## src/rtl/regfile_wport_arbiter_pkg.sv

```systemverilog
// Shared register-file constants and the write-request payload used by the write-port arbiter.
package regfile_pkg;

   localparam int unsigned DATA_W   = 32;
   localparam int unsigned ADDR_W   = 5;
   localparam int unsigned NUM_REGS = 32;
   localparam int unsigned REG_ZERO = 0;
   localparam int unsigned ENTRY_W  = ADDR_W + DATA_W;

   typedef struct packed {
      logic              valid;
      logic [ADDR_W-1:0] addr;
      logic [DATA_W-1:0] data;
   } wr_req_t;

endpackage

```

## src/rtl/regfile_wport_arbiter_if.sv

```systemverilog
// Pipeline/MUL-DIV/register-file bundle for the write-port arbiter; master is the pipeline side.
interface regfile_wport_if;
   import regfile_pkg::*;

   logic              WbWrite;
   logic [ADDR_W-1:0] WbAddr;
   logic [DATA_W-1:0] WbData;
   logic              MdIssue;
   logic [ADDR_W-1:0] MdIssueAddr;
   logic              MdValid;
   logic              MdReady;
   logic [ADDR_W-1:0] MdAddr;
   logic [DATA_W-1:0] MdData;
   logic [ADDR_W-1:0] IdRsAddr;
   logic [ADDR_W-1:0] IdRtAddr;
   logic [ADDR_W-1:0] IdRdAddr;
   logic              Hazard;
   logic              StallReq;
   logic              RegWrite;
   logic [ADDR_W-1:0] WriteAddr;
   logic [DATA_W-1:0] WriteData;

   modport master (
      output WbWrite, WbAddr, WbData, MdIssue, MdIssueAddr, MdValid, MdAddr, MdData,
             IdRsAddr, IdRtAddr, IdRdAddr,
      input  MdReady, Hazard, StallReq, RegWrite, WriteAddr, WriteData
   );

   modport slave (
      input  WbWrite, WbAddr, WbData, MdIssue, MdIssueAddr, MdValid, MdAddr, MdData,
             IdRsAddr, IdRtAddr, IdRdAddr,
      output MdReady, Hazard, StallReq, RegWrite, WriteAddr, WriteData
   );

endinterface

```

## src/rtl/regfile_wport_arbiter_md_result_fifo.sv

```systemverilog
// Small power-of-two FIFO holding MUL/DIV results ({addr, data}) until a free write slot.
module md_result_fifo
   import regfile_pkg::*;
#(
   parameter int unsigned DEPTH = 2,
   parameter int unsigned W     = ENTRY_W
) (
   input  logic         clk,
   input  logic         rst_n,
   input  logic         push,
   input  logic [W-1:0] din,
   input  logic         pop,
   output logic         full_c,
   output logic         empty_c,
   output logic [W-1:0] head_c
);

   localparam int unsigned PTR_W = (DEPTH > 1) ? $clog2(DEPTH) : 1;
   localparam int unsigned CNT_W = PTR_W + 1;

   logic [W-1:0]     mem_q [DEPTH];
   logic [W-1:0]     mem_d [DEPTH];
   logic [PTR_W-1:0] wr_ptr_q, wr_ptr_d;
   logic [PTR_W-1:0] rd_ptr_q, rd_ptr_d;
   logic [CNT_W-1:0] cnt_q, cnt_d;
   logic             do_push_c, do_pop_c;

   assign full_c  = (cnt_q == CNT_W'(DEPTH));
   assign empty_c = (cnt_q == '0);
   assign head_c  = mem_q[rd_ptr_q];

   // A push into a full queue is only taken when the head leaves in the same cycle.
   assign do_pop_c  = pop && !empty_c;
   assign do_push_c = push && (!full_c || do_pop_c);

   always_comb begin
      mem_d    = mem_q;
      wr_ptr_d = wr_ptr_q;
      rd_ptr_d = rd_ptr_q;
      cnt_d    = cnt_q + CNT_W'(do_push_c) - CNT_W'(do_pop_c);
      if (do_push_c) begin
         mem_d[wr_ptr_q] = din;
         wr_ptr_d        = wr_ptr_q + PTR_W'(1);
      end
      if (do_pop_c) begin
         rd_ptr_d = rd_ptr_q + PTR_W'(1);
      end
   end

   always_ff @(posedge clk or negedge rst_n) begin
      if (!rst_n) begin
         mem_q    <= '{default: '0};
         wr_ptr_q <= '0;
         rd_ptr_q <= '0;
         cnt_q    <= '0;
      end else begin
         mem_q    <= mem_d;
         wr_ptr_q <= wr_ptr_d;
         rd_ptr_q <= rd_ptr_d;
         cnt_q    <= cnt_d;
      end
   end

endmodule

```

## src/rtl/regfile_wport_arbiter.sv

```systemverilog
// Shares the register-file write port between WB (priority) and queued MUL/DIV results.
// Optional MD_BYPASS_EN: an MD result meeting an empty queue and idle WB is written in the same cycle.
module regfile_wport_arbiter
   import regfile_pkg::*;
#(
   parameter int unsigned FIFO_DEPTH   = 2,
   parameter int unsigned STARVE_LIMIT = 4
) (
   input logic            clk,
   input logic            rst_n,
   regfile_wport_if.slave bus
);

   localparam int unsigned SCNT_W = $clog2(STARVE_LIMIT + 1);

   logic                wb_busy_c;
   logic                full_c, empty_c;
   logic [ENTRY_W-1:0]  head_c;
   logic                push_c, pop_c, byp_c;
   wr_req_t             wr_sel_c;

   logic [NUM_REGS-1:0] pending_q, pending_d;
   logic [SCNT_W-1:0]   scnt_q, scnt_d;
   logic                stall_q, stall_d;

   // A WB write to r0 is dropped and leaves the slot free for the queue.
   assign wb_busy_c = bus.WbWrite && (bus.WbAddr != ADDR_W'(REG_ZERO));

   md_result_fifo #(
      .DEPTH (FIFO_DEPTH),
      .W     (ENTRY_W)
   ) u_fifo (
      .clk     (clk),
      .rst_n   (rst_n),
      .push    (push_c),
      .din     ({bus.MdAddr, bus.MdData}),
      .pop     (pop_c),
      .full_c  (full_c),
      .empty_c (empty_c),
      .head_c  (head_c)
   );

   // Write-port select: WB, then queue head, then (optionally) the live MD result.
   always_comb begin
      wr_sel_c = '0;
      pop_c    = 1'b0;
      byp_c    = 1'b0;
      if (wb_busy_c) begin
         wr_sel_c.valid = 1'b1;
         wr_sel_c.addr  = bus.WbAddr;
         wr_sel_c.data  = bus.WbData;
      end else if (!empty_c) begin
         wr_sel_c.valid                  = 1'b1;
         {wr_sel_c.addr, wr_sel_c.data}  = head_c;
         pop_c                           = 1'b1;
      end
`ifdef MD_BYPASS_EN
      else if (bus.MdValid) begin
         wr_sel_c.valid = 1'b1;
         wr_sel_c.addr  = bus.MdAddr;
         wr_sel_c.data  = bus.MdData;
         byp_c          = 1'b1;
      end
`endif
   end

   assign push_c        = bus.MdValid && !full_c && !byp_c;
   assign bus.MdReady   = !full_c;
   assign bus.RegWrite  = rst_n && wr_sel_c.valid;
   assign bus.WriteAddr = wr_sel_c.addr;
   assign bus.WriteData = wr_sel_c.data;
   assign bus.StallReq  = stall_q;
   assign bus.Hazard    = pending_q[bus.IdRsAddr] | pending_q[bus.IdRtAddr] | pending_q[bus.IdRdAddr];

   // Pending scoreboard: an MD write clears its bit, a same-cycle issue re-sets it.
   always_comb begin
      pending_d = pending_q;
      if (pop_c || byp_c) begin
         pending_d[wr_sel_c.addr] = 1'b0;
      end
      if (bus.MdIssue && (bus.MdIssueAddr != ADDR_W'(REG_ZERO))) begin
         pending_d[bus.MdIssueAddr] = 1'b1;
      end
      pending_d[REG_ZERO] = 1'b0;
   end

   // Starvation: a waiting queue that cannot pop is blocked by WB; after the limit, ask for a bubble.
   always_comb begin
      scnt_d  = scnt_q;
      stall_d = 1'b0;
      if (pop_c || empty_c) begin
         scnt_d = '0;
      end else if (scnt_q == SCNT_W'(STARVE_LIMIT - 1)) begin
         scnt_d  = '0;
         stall_d = 1'b1;
      end else begin
         scnt_d = scnt_q + SCNT_W'(1);
      end
   end

   always_ff @(posedge clk or negedge rst_n) begin
      if (!rst_n) begin
         pending_q <= '0;
         scnt_q    <= '0;
         stall_q   <= 1'b0;
      end else begin
         pending_q <= pending_d;
         scnt_q    <= scnt_d;
         stall_q   <= stall_d;
      end
   end

endmodule

```

## src/flat_wrapper.sv

```systemverilog
// flat-port wrapper written by rule: the top's interface ports become plain ports
module regfile_wport_arbiter_flat import regfile_pkg::*;
#(
   parameter int unsigned FIFO_DEPTH   = 2,
   parameter int unsigned STARVE_LIMIT = 4
)
  (clk, rst_n, bus_WbWrite, bus_WbAddr, bus_WbData, bus_MdIssue, bus_MdIssueAddr, bus_MdValid, bus_MdAddr, bus_MdData, bus_IdRsAddr, bus_IdRtAddr, bus_IdRdAddr, bus_MdReady, bus_Hazard, bus_StallReq, bus_RegWrite, bus_WriteAddr, bus_WriteData);
  regfile_wport_if bus_i ();
  input logic clk;
  input logic rst_n;
  input wire logic [$bits(bus_i.WbWrite)-1:0] bus_WbWrite;
  input wire logic [$bits(bus_i.WbAddr)-1:0] bus_WbAddr;
  input wire logic [$bits(bus_i.WbData)-1:0] bus_WbData;
  input wire logic [$bits(bus_i.MdIssue)-1:0] bus_MdIssue;
  input wire logic [$bits(bus_i.MdIssueAddr)-1:0] bus_MdIssueAddr;
  input wire logic [$bits(bus_i.MdValid)-1:0] bus_MdValid;
  input wire logic [$bits(bus_i.MdAddr)-1:0] bus_MdAddr;
  input wire logic [$bits(bus_i.MdData)-1:0] bus_MdData;
  input wire logic [$bits(bus_i.IdRsAddr)-1:0] bus_IdRsAddr;
  input wire logic [$bits(bus_i.IdRtAddr)-1:0] bus_IdRtAddr;
  input wire logic [$bits(bus_i.IdRdAddr)-1:0] bus_IdRdAddr;
  output wire logic [$bits(bus_i.MdReady)-1:0] bus_MdReady;
  output wire logic [$bits(bus_i.Hazard)-1:0] bus_Hazard;
  output wire logic [$bits(bus_i.StallReq)-1:0] bus_StallReq;
  output wire logic [$bits(bus_i.RegWrite)-1:0] bus_RegWrite;
  output wire logic [$bits(bus_i.WriteAddr)-1:0] bus_WriteAddr;
  output wire logic [$bits(bus_i.WriteData)-1:0] bus_WriteData;
  assign bus_i.WbWrite = bus_WbWrite;
  assign bus_i.WbAddr = bus_WbAddr;
  assign bus_i.WbData = bus_WbData;
  assign bus_i.MdIssue = bus_MdIssue;
  assign bus_i.MdIssueAddr = bus_MdIssueAddr;
  assign bus_i.MdValid = bus_MdValid;
  assign bus_i.MdAddr = bus_MdAddr;
  assign bus_i.MdData = bus_MdData;
  assign bus_i.IdRsAddr = bus_IdRsAddr;
  assign bus_i.IdRtAddr = bus_IdRtAddr;
  assign bus_i.IdRdAddr = bus_IdRdAddr;
  assign bus_MdReady = bus_i.MdReady;
  assign bus_Hazard = bus_i.Hazard;
  assign bus_StallReq = bus_i.StallReq;
  assign bus_RegWrite = bus_i.RegWrite;
  assign bus_WriteAddr = bus_i.WriteAddr;
  assign bus_WriteData = bus_i.WriteData;
  regfile_wport_arbiter #(.FIFO_DEPTH(FIFO_DEPTH), .STARVE_LIMIT(STARVE_LIMIT)) u_core (.clk(clk), .rst_n(rst_n), .bus(bus_i));
endmodule
```

## config.mk

```make
export PLATFORM = sky130hd
export DESIGN_NAME = regfile_wport_arbiter_flat
export DESIGN_NICKNAME = d
export VERILOG_FILES = /design/src/rtl/regfile_wport_arbiter_pkg.sv /design/src/rtl/regfile_wport_arbiter_if.sv /design/src/rtl/regfile_wport_arbiter_md_result_fifo.sv /design/src/rtl/regfile_wport_arbiter.sv /design/src/flat_wrapper.sv
export SDC_FILE = /design/constraint.sdc
export NUM_CORES = 1
export LEC_CHECK = 0
export BUFFER_PORTS_ARGS = -buffer_cell sky130_fd_sc_hd__buf_4
export CORE_MARGIN = 2
export CORE_UTILIZATION = 50
export CTS_CLUSTER_SIZE = 10
export DETAILED_ROUTE_END_ITERATION = 12
export PLACE_DENSITY = 0.88
export SYNTH_ARGS = -nofsm -noshare
export SYNTH_HDL_FRONTEND = slang
export SYNTH_SLANG_ARGS = --single-unit
```

## constraint.sdc

```tcl
create_clock -name clk -period 2.1 [get_ports clk]
set_input_delay 0.21 -clock clk [delete_from_list [all_inputs] [get_ports clk]]
set_output_delay 0.21 -clock clk [all_outputs]
set_load 0.05 [all_outputs]
```

* Word level (Yosys, flattened, before mapping)
Index checks and enable logic that the tools add are counted.
** Cells by class
- Shifts and indexed selects :: 0
- Add/subtract/negate cells :: 5
- Reduce and logical (&&, ||, !) cells :: 16
- $mul :: 0
- Bitwise logic cells :: 7
- Magnitude comparators :: 10
- Divide/modulo/power cells :: 0
- Muxes and demuxes :: 26
- Equality and inequality tests :: 2
** Operator list (count)
- $mux 37 :: 4
- $mux 38 :: 2
- $bwmux 74 :: 1
- $mux 32 :: 2
- $demux 37 s1 :: 1
- $and 32x32->32 :: 1
- $not 32->32 :: 1
- $or 32x32->32 :: 1
- $lt 5x6->1 const B :: 5
- $bmux 1 s5 :: 3
- $demux 1 s5 :: 2
- $ge 5x1->1 const B :: 2
- $reduce_bool 5->1 :: 2
- $logic_and 1x1->1 :: 9
- $mux 1 :: 9
- $mux 3 :: 2
- $ge 2x2->1 const B :: 2
- $not 1->2 :: 2
- $add 3x1->3 const B :: 1
- $eq 3x2->1 const B :: 1
- $add 1x1->1 const B :: 2
- $add 2x1->2 :: 1
- $eq 2x2->1 const B :: 1
- $logic_not 1->1 :: 2
- other kinds (5) :: 7
** Storage, ports and cells
- Memories kept :: 0
- Flip-flop bits (word level) :: 113
- Latch bits :: 0
- Word-level logic and storage cells :: 74
- RAM bits :: 0
- Input port bits :: 99
- ROM bits :: 0

* Depth between registers and ports, before layout
Gate-level depths: netlist of the first run.
- Word-level depth :: 15
- Gate-level depth with buffers :: 9

* Hierarchy
A second synthesis of the first run with hierarchy kept.
** Second synthesis, totals
- Cells, all modules :: 605
- Area, all modules :: 6488.7 um^2
** By module, submodules not included
- md_result_fifo :: area each 3408.3 um^2, instances 1, cells an instance 215, sequential area each 1951.9 um^2
- regfile_wport_arbiter :: area each 3080.5 um^2, instances 1, cells an instance 390, sequential area each 875.8 um^2

* Least setup slack after synthesis of the first run
No wires, ideal clock.
- Path type :: register to register
- Start point :: reg u_core.u_fifo.rd_ptr_q
- End point :: reg u_core.pending_q[24]
- Path slack :: -0.720 ns
- Buffers on the path :: 2
- Data arrival time :: 2.700 ns
- Required time :: 1.980 ns
- Setup time :: 0.120 ns
- Cell stages (with the launch flop) :: 8
- Cells stage by stage :: dfrtp_1 -> buf_2 -> buf_4 -> mux2i_1 -> o31ai_1 -> o2111ai_2 -> o21ai_1 -> nand2_1
** On the way
- Cells in the longest elaborated chain, start to end :: 15
** Ends and longest elaborated chain
- from (decl) :: line regfile_wport_arbiter_md_result_fifo.sv:24 : logic [PTR_W-1:0] rd_ptr_q, rd_ptr_d;
- from (signal assigned) :: line regfile_wport_arbiter_md_result_fifo.sv:59 : rd_ptr_q <= rd_ptr_d;
- $not 1->2 (not written as such) * :: line regfile_wport_arbiter_md_result_fifo.sv:30 : assign head_c = mem_q[rd_ptr_q];
- $mux 37 (not written as such) * (3 in a row) :: line regfile_wport_arbiter_md_result_fifo.sv:30
- $mux 38 * :: line regfile_wport_arbiter.sv:52 : end else if (!empty_c) begin
- $mux 38 * :: line regfile_wport_arbiter.sv:48 : if (wb_busy_c) begin
- net bus_WriteAddr[3] :: line flat_wrapper.sv:26 : output wire logic [$bits(bus_i.WriteAddr)-1:0] bus_WriteAddr;
- $lt 5x6->1 (not written as such) or $ge 5x1->1 (tied branches) :: line regfile_wport_arbiter.sv:79 : pending_d[wr_sel_c.addr] = 1'b0;
- $logic_and 1x1->1 (not written as such) :: line regfile_wport_arbiter.sv:79
- $mux 1 (not written as such) :: line regfile_wport_arbiter.sv:79
- $demux 1 s5 *
- $not 32->32 (no line) *
- $and 32x32->32 (no line) *
- $mux 32 * :: line regfile_wport_arbiter.sv:78 : if (pop_c || byp_c) begin
- $or 32x32->32 (no line)
- $mux 32 * :: line regfile_wport_arbiter.sv:81 : if (bus.MdIssue && (bus.MdIssueAddr != ADDR_W'(REG_ZERO))) begin
- net u_core.pending_d[24] :: line regfile_wport_arbiter.sv:22 : logic [NUM_REGS-1:0] pending_q, pending_d;
- to (signal assigned) :: line regfile_wport_arbiter.sv:107 : pending_q <= pending_d;
- to (decl) :: line regfile_wport_arbiter.sv:22
Mark *: on every way through the listed nets, which the timed path passes. The rest lies on a longest branch. The select of a mux whose other input is x is not followed.
A chain may end at the register's enable or synchronous reset.

* Worst setup path in the final report of the first run
- Start point :: reg u_core.pending_q[11]
- End point :: out bus_Hazard
** On the way
- Cells in the longest elaborated chain, start to end :: 4
** Ends and longest elaborated chain
- $bmux 1 s5 :: line regfile_wport_arbiter.sv:73 : assign bus.Hazard = pending_q[bus.IdRsAddr] | pending_q[bus.IdRtAddr] | pending_q[bus.IdRdAddr];
- $mux 1 (not written as such) :: line regfile_wport_arbiter.sv:73
- $or 1x1->1 :: line regfile_wport_arbiter.sv:73
- $or 1x1->1 * :: line regfile_wport_arbiter.sv:73
- to (decl) :: line flat_wrapper.sv:23 : output wire logic [$bits(bus_i.Hazard)-1:0] bus_Hazard;
Mark *: on every way between the ends. The rest lies on a longest branch, timed or not. The select of a mux whose other input is x is not followed.

==> summary.md, run 1 <==
| Metric | Value |
|---|---|
| Violated checks | `setup timing` |
| Initial core utilization | `0.511` |
| Via/cell ratio | `around 6.2` |
| Post-Route Utilization | `0.720` |
| Worst Path Arrival | `around 2.2 ns` |
| DIE HEIGHT | `118 um` |
| Largest net degree at the start of global routing | `114` |
| Global-route wire length before repair | `roughly 30000 um` |
| Vias in the first global route | `5766` |
| Starting DRC count in detailed routing | `approximately 380` |
| N_diodes | `0` |
| Total gr overflow | `0` |
| Ratio of total power to cell area | `~1600 nW/um2` |
| Total power | `roughly 0.015 W` |
| Crit. End Element | `output port` |
| Seq pwr share | `0.284` |
| Switching power | `0.00592 W` |
| EDFF count, synth | `0` |
| Worst Setup Start Kind | `flip-flop` |
| Die ar. | `13800 um2` |
| Min-delay src | `bus_MdData[14]` |
| Fmax | `approximately 410 MHz` |
| Post-route cell area | `approximately 9100 um2` |
| #FFs+latches synth | `approximately 110` |
| Sequential share of the synthesized area | `0.438` |
| Drt wl/cell | `22.3 um` |
| # H-tree levels | `4` |
| TritonRoute pass-1 iters | `5` |
| Hold Slack | `around 0.026 ns` |
| Clock power frac | `0.210` |
| Leak | `between 3 and 4 nW` |
| Clock buffer depth | `2` |
| WHS Path Cells | `2` |
| Area leader, netlist | `dfrtp_1` |
| Fin crit share | `1.15` |
| CP max FO | `4` |
| Top FF cell, synth | `dfrtp_1` |
| Final min period | `approximately 2.4 ns` |
| Cell Area, Synth | `6450 um2` |
| Yosys top cell area share | `0.438` |
| Clock slew at reported path FFs | `0.05 ns` |
| Peak VDD IR | `roughly 1.1 mV` |
| Synth Area per Inst | `between 10 and 15 um2` |
| Vias | `~5600` |
| CTS Buf Count | `17` |
| Port Buffer Count | `139` |
| CTS tree | `built` |
| Routed Wire Length | `around 20000 um` |
| Slew HR | `0.592` |
| Synthesis warning total | `0` |
| Share of cells above drive strength 1 | `0.534` |
| Core Region | `approximately 13000 um2` |
| WHS Endpoint | `u_core.u_fifo.mem_q[14]` |
| Post-Syn Instances | `549` |
| Worst hold-check path type | `in -> reg` |
| Final hold viol count | `0` |
| Clock Latency Late Sink | `~0.42 ns` |
| Status | `finished, violations left` |
| HPWL after DPL | `12900 um` |
| WS Path Type | `reg -> out` |
| Max-Cap Viols | `0` |
| # DRC | `0` |
| Layout area overhead | `40.8%` |
| FF-to-FF setup slack | `~0.010 ns` |
| Worst r2r src | `u_core.u_fifo.rd_ptr_q` |
| RR Endpoint | `u_core.pending_q[14]` |
| Pre-CTS setup slack | `-0.0384 ns` |
| Final worst slack | `-0.317 ns` |
| Initial antenna violation count | `0` |
| Int Pwr | `0.00868 W` |
| Clock root cell | `clkbuf_16` |
| RSZ-0062 raised after global routing | `yes` |
| Total GRT Usage | `0.275` |
| Top-level port count | `140` |
| Die Wd | `around 120 um` |
| FFs w/ async S/R, synth | `1.00` |
| Placer Congestion | `0.933` |
| Site row count | `41` |
| Combinational power share | `0.507` |
| Largest cells by area after synthesis | `dfrtp_1, mux2_2, o31ai_1, mux2i_1, mux4_2` |
| Sw Ratio | `0.406` |
| Critical Path Source | `u_core.pending_q[11]` |
| Clock sink count | `113` |
| Actual slew at the worst max-slew pin | `roughly 0.61 ns` |
| Fin. max-slew vios | `0` |
| Nets | `between 800 and 900` |
| Post-route ant nets | `0` |
| Depth of the worst register-to-register path | `7` |
| Syn_nets | `~650` |
| Setup violators final | `2` |
| DP Area | `8120 um2` |
| CP required | `1.89 ns` |
| Clock skew | `0.00753 ns` |
| Yosys cell types | `just over 60` |
[worst max-delay path, stage by stage, from the launching register on]
cell and delay, ns:
dfrtp_1 0.43, mux4_2 0.48, mux2_2 0.30, a311oi_2 0.24, nand4_1 0.15, buf_6 0.19
[layout make-up]
class                      count  area [um2]
clock inverter                11         160
fill                         824        3530
multi-input combinational    396        3840
inverter                       6        22.5
clock buffer                  21         460
sequential                   113        2830
timing repair buffer         183        1570
tap                          172         215
[metal layers]
metal | part of all wire | wire length, um | vias up | global-route usage
li1 | - | - | 2423 | -
met1 | 0.39 | 7790 | 2812 | 0.343
met2 | 0.50 | 10100 | 304 | 0.456
met3 | 0.087 | 1760 | 57 | 0.0867
met4 | 0.026 | 518 | 0 | 0.0919
met5 | 0 | 0 | - | 0
[placed cells by master, fill, tap and decap left out, types with 15 or more instances in the layout]
master and instances:
o31ai_1 22, o21ai_0 17, buf_6 17, dfrtp_1 112, mux2i_1 35, nand2_1 78, clkbuf_16 19, o31ai_4 15
buf_4 157, mux2_2 85, mux4_2 18, o31ai_2 22
[state kept, by name, indices dropped and copies added (netlist names)]
| signal | cells |
|---|---|
| u_core.bus.StallReq | 1 |
| u_core.pending_q | 31 |
| u_core.scnt_q | 3 |
| u_core.u_fifo.cnt_q | 2 |
| u_core.u_fifo.mem_q | 74 |
| u_core.u_fifo.rd_ptr_q | 1 |
| u_core.u_fifo.wr_ptr_q | 1 |
[power groups by stage]
| stage | sequential, W | clock, W | combinational, W |
|---|---|---|---|
| CTS | 0.00409 | 0.00306 | 0.00689 |
| global placement | 0.00399 | 0 | 0.00646 |
| finish | 0.00414 | 0.00306 | 0.00740 |
| detailed placement | 0.00410 | 0 | 0.00664 |
| floorplan | 0.00380 | 0 | 0.00486 |
| global route | 0.00424 | 0.00316 | 0.00775 |
[how the worst max path moves through the flow]
| stage | to | slack (ns) |
|---|---|---|
| after floorplan | bus_WriteData[0] | -0.17 |
| after global placement | bus_WriteData[5] | 0.02 |
| after detailed placement | bus_WriteData[5] | -0.04 |
| after CTS | bus_Hazard | -0.30 |
| after global routing | bus_Hazard | -0.44 |
| final | bus_Hazard | -0.32 |
[cells in the mapped netlist (2+ instances only)]
library cell,number
a2111oi_0,3
a21oi_1,3
a221oi_1,2
and3_1,3
and3b_1,2
buf_1,4
buf_2,18
clkbuf_1,10
dfrtp_1,113
ha_1,3
inv_1,5
mux2_2,85
mux2i_1,41
mux4_2,18
nand2_1,78
nand2b_1,2
nand3_1,3
nand3b_1,3
nand4_1,2
nand4_4,4
nor2_1,8
nor2_2,2
nor2b_1,4
nor3b_1,4
nor4_1,2
nor4b_1,3
o2111ai_1,2
o21ai_0,18
o21ai_1,8
o22ai_1,3
o31a_1,2
o31ai_1,55
o31ai_2,3
o41a_1,2
or2_2,3
xnor2_1,3
[per-stage QoR]
| stage | setup TNS, ns | cells |
|---|---|---|
| global placement | 0 | 858 |
| global route | -0.617 | 902 |
| finish | -0.346 | 902 |
| CTS | -0.302 | 896 |
| detailed placement | -0.0384 | 858 |
| floorplan | -3.94 | 549 |
[timing repair]
item / CTS / global route
setup endpoints to repair: 5 / 34
gates cloned: 0 / 2
hold endpoints to repair: 113 / 0
pin swaps: 8 / 10
buffers inserted: 5 / 4
hold buffers: 1 / 0
resized for setup: 11 / 35
[cell families (layout without fill, tap and decap cells)]
| group | Yosys count | count (layout) | share of synthesized area |
|---|---|---|---|
| AOI/OAI and AO/OA | 112 | 112 | 0.133 |
| xor gates and xnor gates | 4 | 4 | 0.00543 |
| adders and majority gates | 3 | 3 | 0.00582 |
| buffers and inverters | 40 | 221 | 0.0285 |
| DFF | 113 | 113 | 0.438 |
| muxes | 147 | 147 | 0.282 |
| and+or+nand+nor | 130 | 130 | 0.107 |
No activity file was read; power rests on OpenSTA's default activity.
==> run 2: changes to the inputs <==
--- a/config.mk
+++ b/config.mk
@@ -13,4 +13,5 @@
 export PLACE_DENSITY = 0.88
 export SYNTH_ARGS = -nofsm -noshare
 export SYNTH_HDL_FRONTEND = slang
+export SYNTH_HIERARCHICAL = 1
 export SYNTH_SLANG_ARGS = --single-unit
==> summary.md, run 2 <==
| Metric | Value |
|---|---|
| Nets | `883 (+7.8%)` |
| Crit. End Element | `output port` |
| Sequential share of the synthesized area | `0.436 (-0.00237)` |
| Status | `finished, violations left` |
| Sw Ratio | `0.400 (-0.00535)` |
| Global-route wire length before repair | `31100 um (+2.7%)` |
| RSZ-0062 raised after global routing | `yes` |
| Fin. max-slew vios | `0 (unchanged)` |
| Top-count cell post-synth | `mux2_2` |
| Largest net degree at the start of global routing | `114 (unchanged)` |
| Commonest cells in the synthesized netlist | `mux2_2, nand2_1, dfrtp_1` |
| Top-level port count | `140 (unchanged)` |
| Clock buffer depth | `2 (unchanged)` |
| Layout area overhead | `38.5%` |
| Initial core utilization | `0.512 (+0.000694)` |
| Die Wd | `118 um (+0.26%)` |
| Clock power frac | `0.200 (-0.010)` |
| Hold Slack | `0.0388 ns (+0.0127 ns)` |
| Most used cell, CP | `a22o_1` |
| Peak VDD IR | `1.07 mV (-0.44%)` |
| HPWL after DPL | `13500 um (+4.9%)` |
| Setup violators final | `13 (+11)` |
| Fmax | `392 MHz (-5.2%)` |
| Area leader, netlist | `dfrtp_1` |
| WHS Path Cells | `2 (unchanged)` |
| Slew HR | `0.419 (-0.173)` |
| Delay-heaviest family, CP | `compound AO/OA/AOI/OAI gates` |
| Vias | `6054 (+8.2%)` |
| Ratio of total power to cell area | `1640 nW/um2 (+2.3%)` |
| Total gr overflow | `0 (unchanged)` |
| Violated checks | `setup timing` |
| Actual slew at the worst max-slew pin | `0.859 ns (+0.249 ns)` |
| # H-tree levels | `4 (unchanged)` |
| Via/cell ratio | `6.27 (+1.0%)` |
| Final hold viol count | `0 (unchanged)` |
| Fin crit share | `1.21 (+0.0626)` |
| N_diodes | `0 (unchanged)` |
| Worst Setup Start Kind | `flip-flop` |
| Yosys top cell area share | `0.436 (-0.00237)` |
| Synth Area per Inst | `10.7 um2 (-8.8%)` |
| Int Pwr | `0.00886 W (+2.0%)` |
| Post-Syn Instances | `605 (+10%)` |
| CP required | `1.89 ns (about the same)` |
| Final worst slack | `-0.448 ns (-0.131 ns)` |
| Min-delay src | `bus_MdAddr[0]` |
| Crit-path cells | `mux4_2, a22o_1, a22o_1, a2111oi_2, nand4_1, buf_6` |
| Worst hold-check path type | `in -> reg` |
| Combinational power share | `0.519 (+0.012)` |
| EDFF count, synth | `0 (unchanged)` |
| Most frequent cells in the layout | `buf_4, mux2_2, nand2_1` |
| TritonRoute pass-1 iters | `5 (unchanged)` |
| DIE HEIGHT | `118 um (+0.26%)` |
| Most common cell after layout, fill and taps aside | `buf_4` |
| Clock root cell | `clkbuf_16` |
| Total GRT Usage | `0.282 (+0.00663)` |
| Routed Wire Length | `22400 um (+11%)` |
| Pre-CTS setup slack | `-0.328 ns (-0.290 ns)` |
| Top flop regs | `u_core/u_fifo/mem_q (74), u_core/pending_q (31), u_core/scnt_q (3)` |
| FFs w/ async S/R, synth | `1.00 (unchanged)` |
| CP max FO | `2 (-2)` |
| Placer Congestion | `0.993 (+6.4%)` |
| Clock sink count | `113 (unchanged)` |
| WHS Endpoint | `u_core/u_fifo/mem_q[32]` |
| Clock slew at reported path FFs | `0.05 ns (about the same)` |
| Vias in the first global route | `6062 (+5.1%)` |
| Biggest register | `u_core/u_fifo/mem_q` |
| Worst r2r src | `u_core/u_fifo/rd_ptr_q` |
| Seq pwr share | `0.281 (-0.003)` |
| Port Buffer Count | `139 (unchanged)` |
| #FFs+latches synth | `113 (unchanged)` |
| Switching power | `0.00591 W (-0.21%)` |
| Slowest CP cell | `mux4_2` |
| Final min period | `2.55 ns (+0.131 ns)` |
| Die ar. | `13900 um2 (+0.53%)` |
| Total power | `0.0148 W (+1.1%)` |
| Post-route ant nets | `0 (unchanged)` |
| Max-Cap Viols | `0 (unchanged)` |
| CTS Buf Count | `17 (unchanged)` |
| CTS tree | `built` |
| WS Path Type | `reg -> out` |
| Cell Area, Synth | `6490 um2 (+0.54%)` |
| Worst Path Arrival | `2.34 ns (+0.13 ns)` |
| FF-to-FF setup slack | `-0.08 ns (-0.09 ns)` |
| Share of cells above drive strength 1 | `0.504 (-0.0305)` |
| # DRC | `0 (unchanged)` |
| Initial antenna violation count | `0 (unchanged)` |
| Max reg flops | `74 (unchanged)` |
| Synthesis warning total | `6 (+6)` |
| Worst path bufs/invs | `1 (unchanged)` |
| Drt wl/cell | `23.1 um (+3.5%)` |
| Core Region | `12700 um2 (+0.41%)` |
| Site row count | `41 (unchanged)` |
| Syn_nets | `707 (+8.6%)` |
| Top FF cell, synth | `dfrtp_1` |
| RR Endpoint | `u_core/pending_q[30]` |
| Starting DRC count in detailed routing | `565 (+51%)` |
| Yosys cell types | `52 (-15%)` |
| Depth of the worst register-to-register path | `7 (unchanged)` |
| CP peak stage delay | `0.53 ns (+0.05 ns)` |
| Clock skew | `0.0100 ns (+0.00249 ns)` |
| Leak | `4.06 nW (+3.1%)` |
| Clock Latency Late Sink | `0.41 ns (about the same)` |
| Largest cells by area after synthesis | `dfrtp_1, mux2_2, nand2_1, mux4_2, o31ai_1` |
run 2: layer usage:
metal | vias to the layer above | GRT usage | share of wire | wire, um
li1 | 2561 | - | - | -
met3 | 100 | 0.0669 | 0.088 | 1960
met2 | 428 | 0.485 | 0.50 | 11100
met5 | - | 0 | 0 | 0
met1 | 2965 | 0.335 | 0.36 | 8010
met4 | 0 | 0.127 | 0.058 | 1300
run 2: how the worst max path moves through the flow:
| stage | to | depth (start not counted) | startpoint | slack (ns) |
|---|---|---|---|---|
| after floorplan | u_core/pending_q[8] | 7 | u_core/u_fifo/cnt_q[1] | -0.21 |
| after global placement | u_core/u_fifo/cnt_q[1] | 11 | bus_WbAddr[0] | -0.21 |
| after detailed placement | u_core/u_fifo/cnt_q[1] | 11 | bus_WbAddr[0] | -0.33 |
| after CTS | bus_Hazard | 6 | u_core/pending_q[31] | -0.47 |
| after global routing | bus_Hazard | 6 | u_core/pending_q[26] | -0.56 |
| final | bus_Hazard | 6 | u_core/pending_q[31] | -0.45 |
run 2: cell type report:
class | count | area [um2]
inverters | 10 | 37.5
multi-input cells | 442 | 3590
fillers | 779 | 3680
well taps | 172 | 215
flip-flops and latches | 113 | 2830
clock buffers | 22 | 474
clock inverters | 10 | 133
repair buffers | 197 | 1710
run 2: cells by family after synthesis:
group | Yosys count | share of synthesized area
AOI/OAI and AO/OA | 68 | 0.0767
xor gates and xnor gates | 4 | 0.00540
adders and majority gates | 3 | 0.00579
buffers and inverters | 50 | 0.0384
DFF | 113 | 0.436
muxes | 142 | 0.270
and+or+nand+nor | 225 | 0.168
run 2: repair_timing:
item | 4_1_cts | 5_1_grt
hold buffers | 1 | 0
setup buffers | 3 | 8
resized for setup | 7 | 57
gates cloned | 0 | 2
endpoints found under the setup margin | 58 | 32
pin swaps | 2 | 3
endpoints found under the hold margin | 113 | 0
run 2: through the flow:
stage | std cells | instance area, um2 | TNS (ns) | utilization
floorplan | 605 | 6530 | -15.98 | -
global route | 966 | 8990 | -1.97 | 0.709
CTS | 956 | 8640 | -0.471 | 0.682
global placement | 920 | 7980 | -13.21 | 0.630
detailed placement | 920 | 7980 | -16.92 | 0.630
finish | 966 | 8990 | -0.777 | 0.709
run 2: worst reg2reg max path, stage by stage, from the launching register on:
cell	delay, ns
dfrtp_2	0.43
buf_2	0.17
buf_4	0.14
mux2_4	0.25
nor3b_1	0.47
nor4b_2	0.34
nand2_1	0.10
o2bb2ai_1	0.14
run 2: power by group through the flow:
| stage | Sequential (W) | Clock (W) | Combinational, W |
|---|---|---|---|
| after floorplan | 0.00376 | 0 | 0.00467 |
| after global placement | 0.00391 | 0 | 0.00631 |
| after detailed placement | 0.00403 | 0 | 0.00655 |
| after CTS | 0.00404 | 0.00294 | 0.00674 |
| after global routing | 0.00424 | 0.00307 | 0.00799 |
| final | 0.00415 | 0.00295 | 0.00767 |
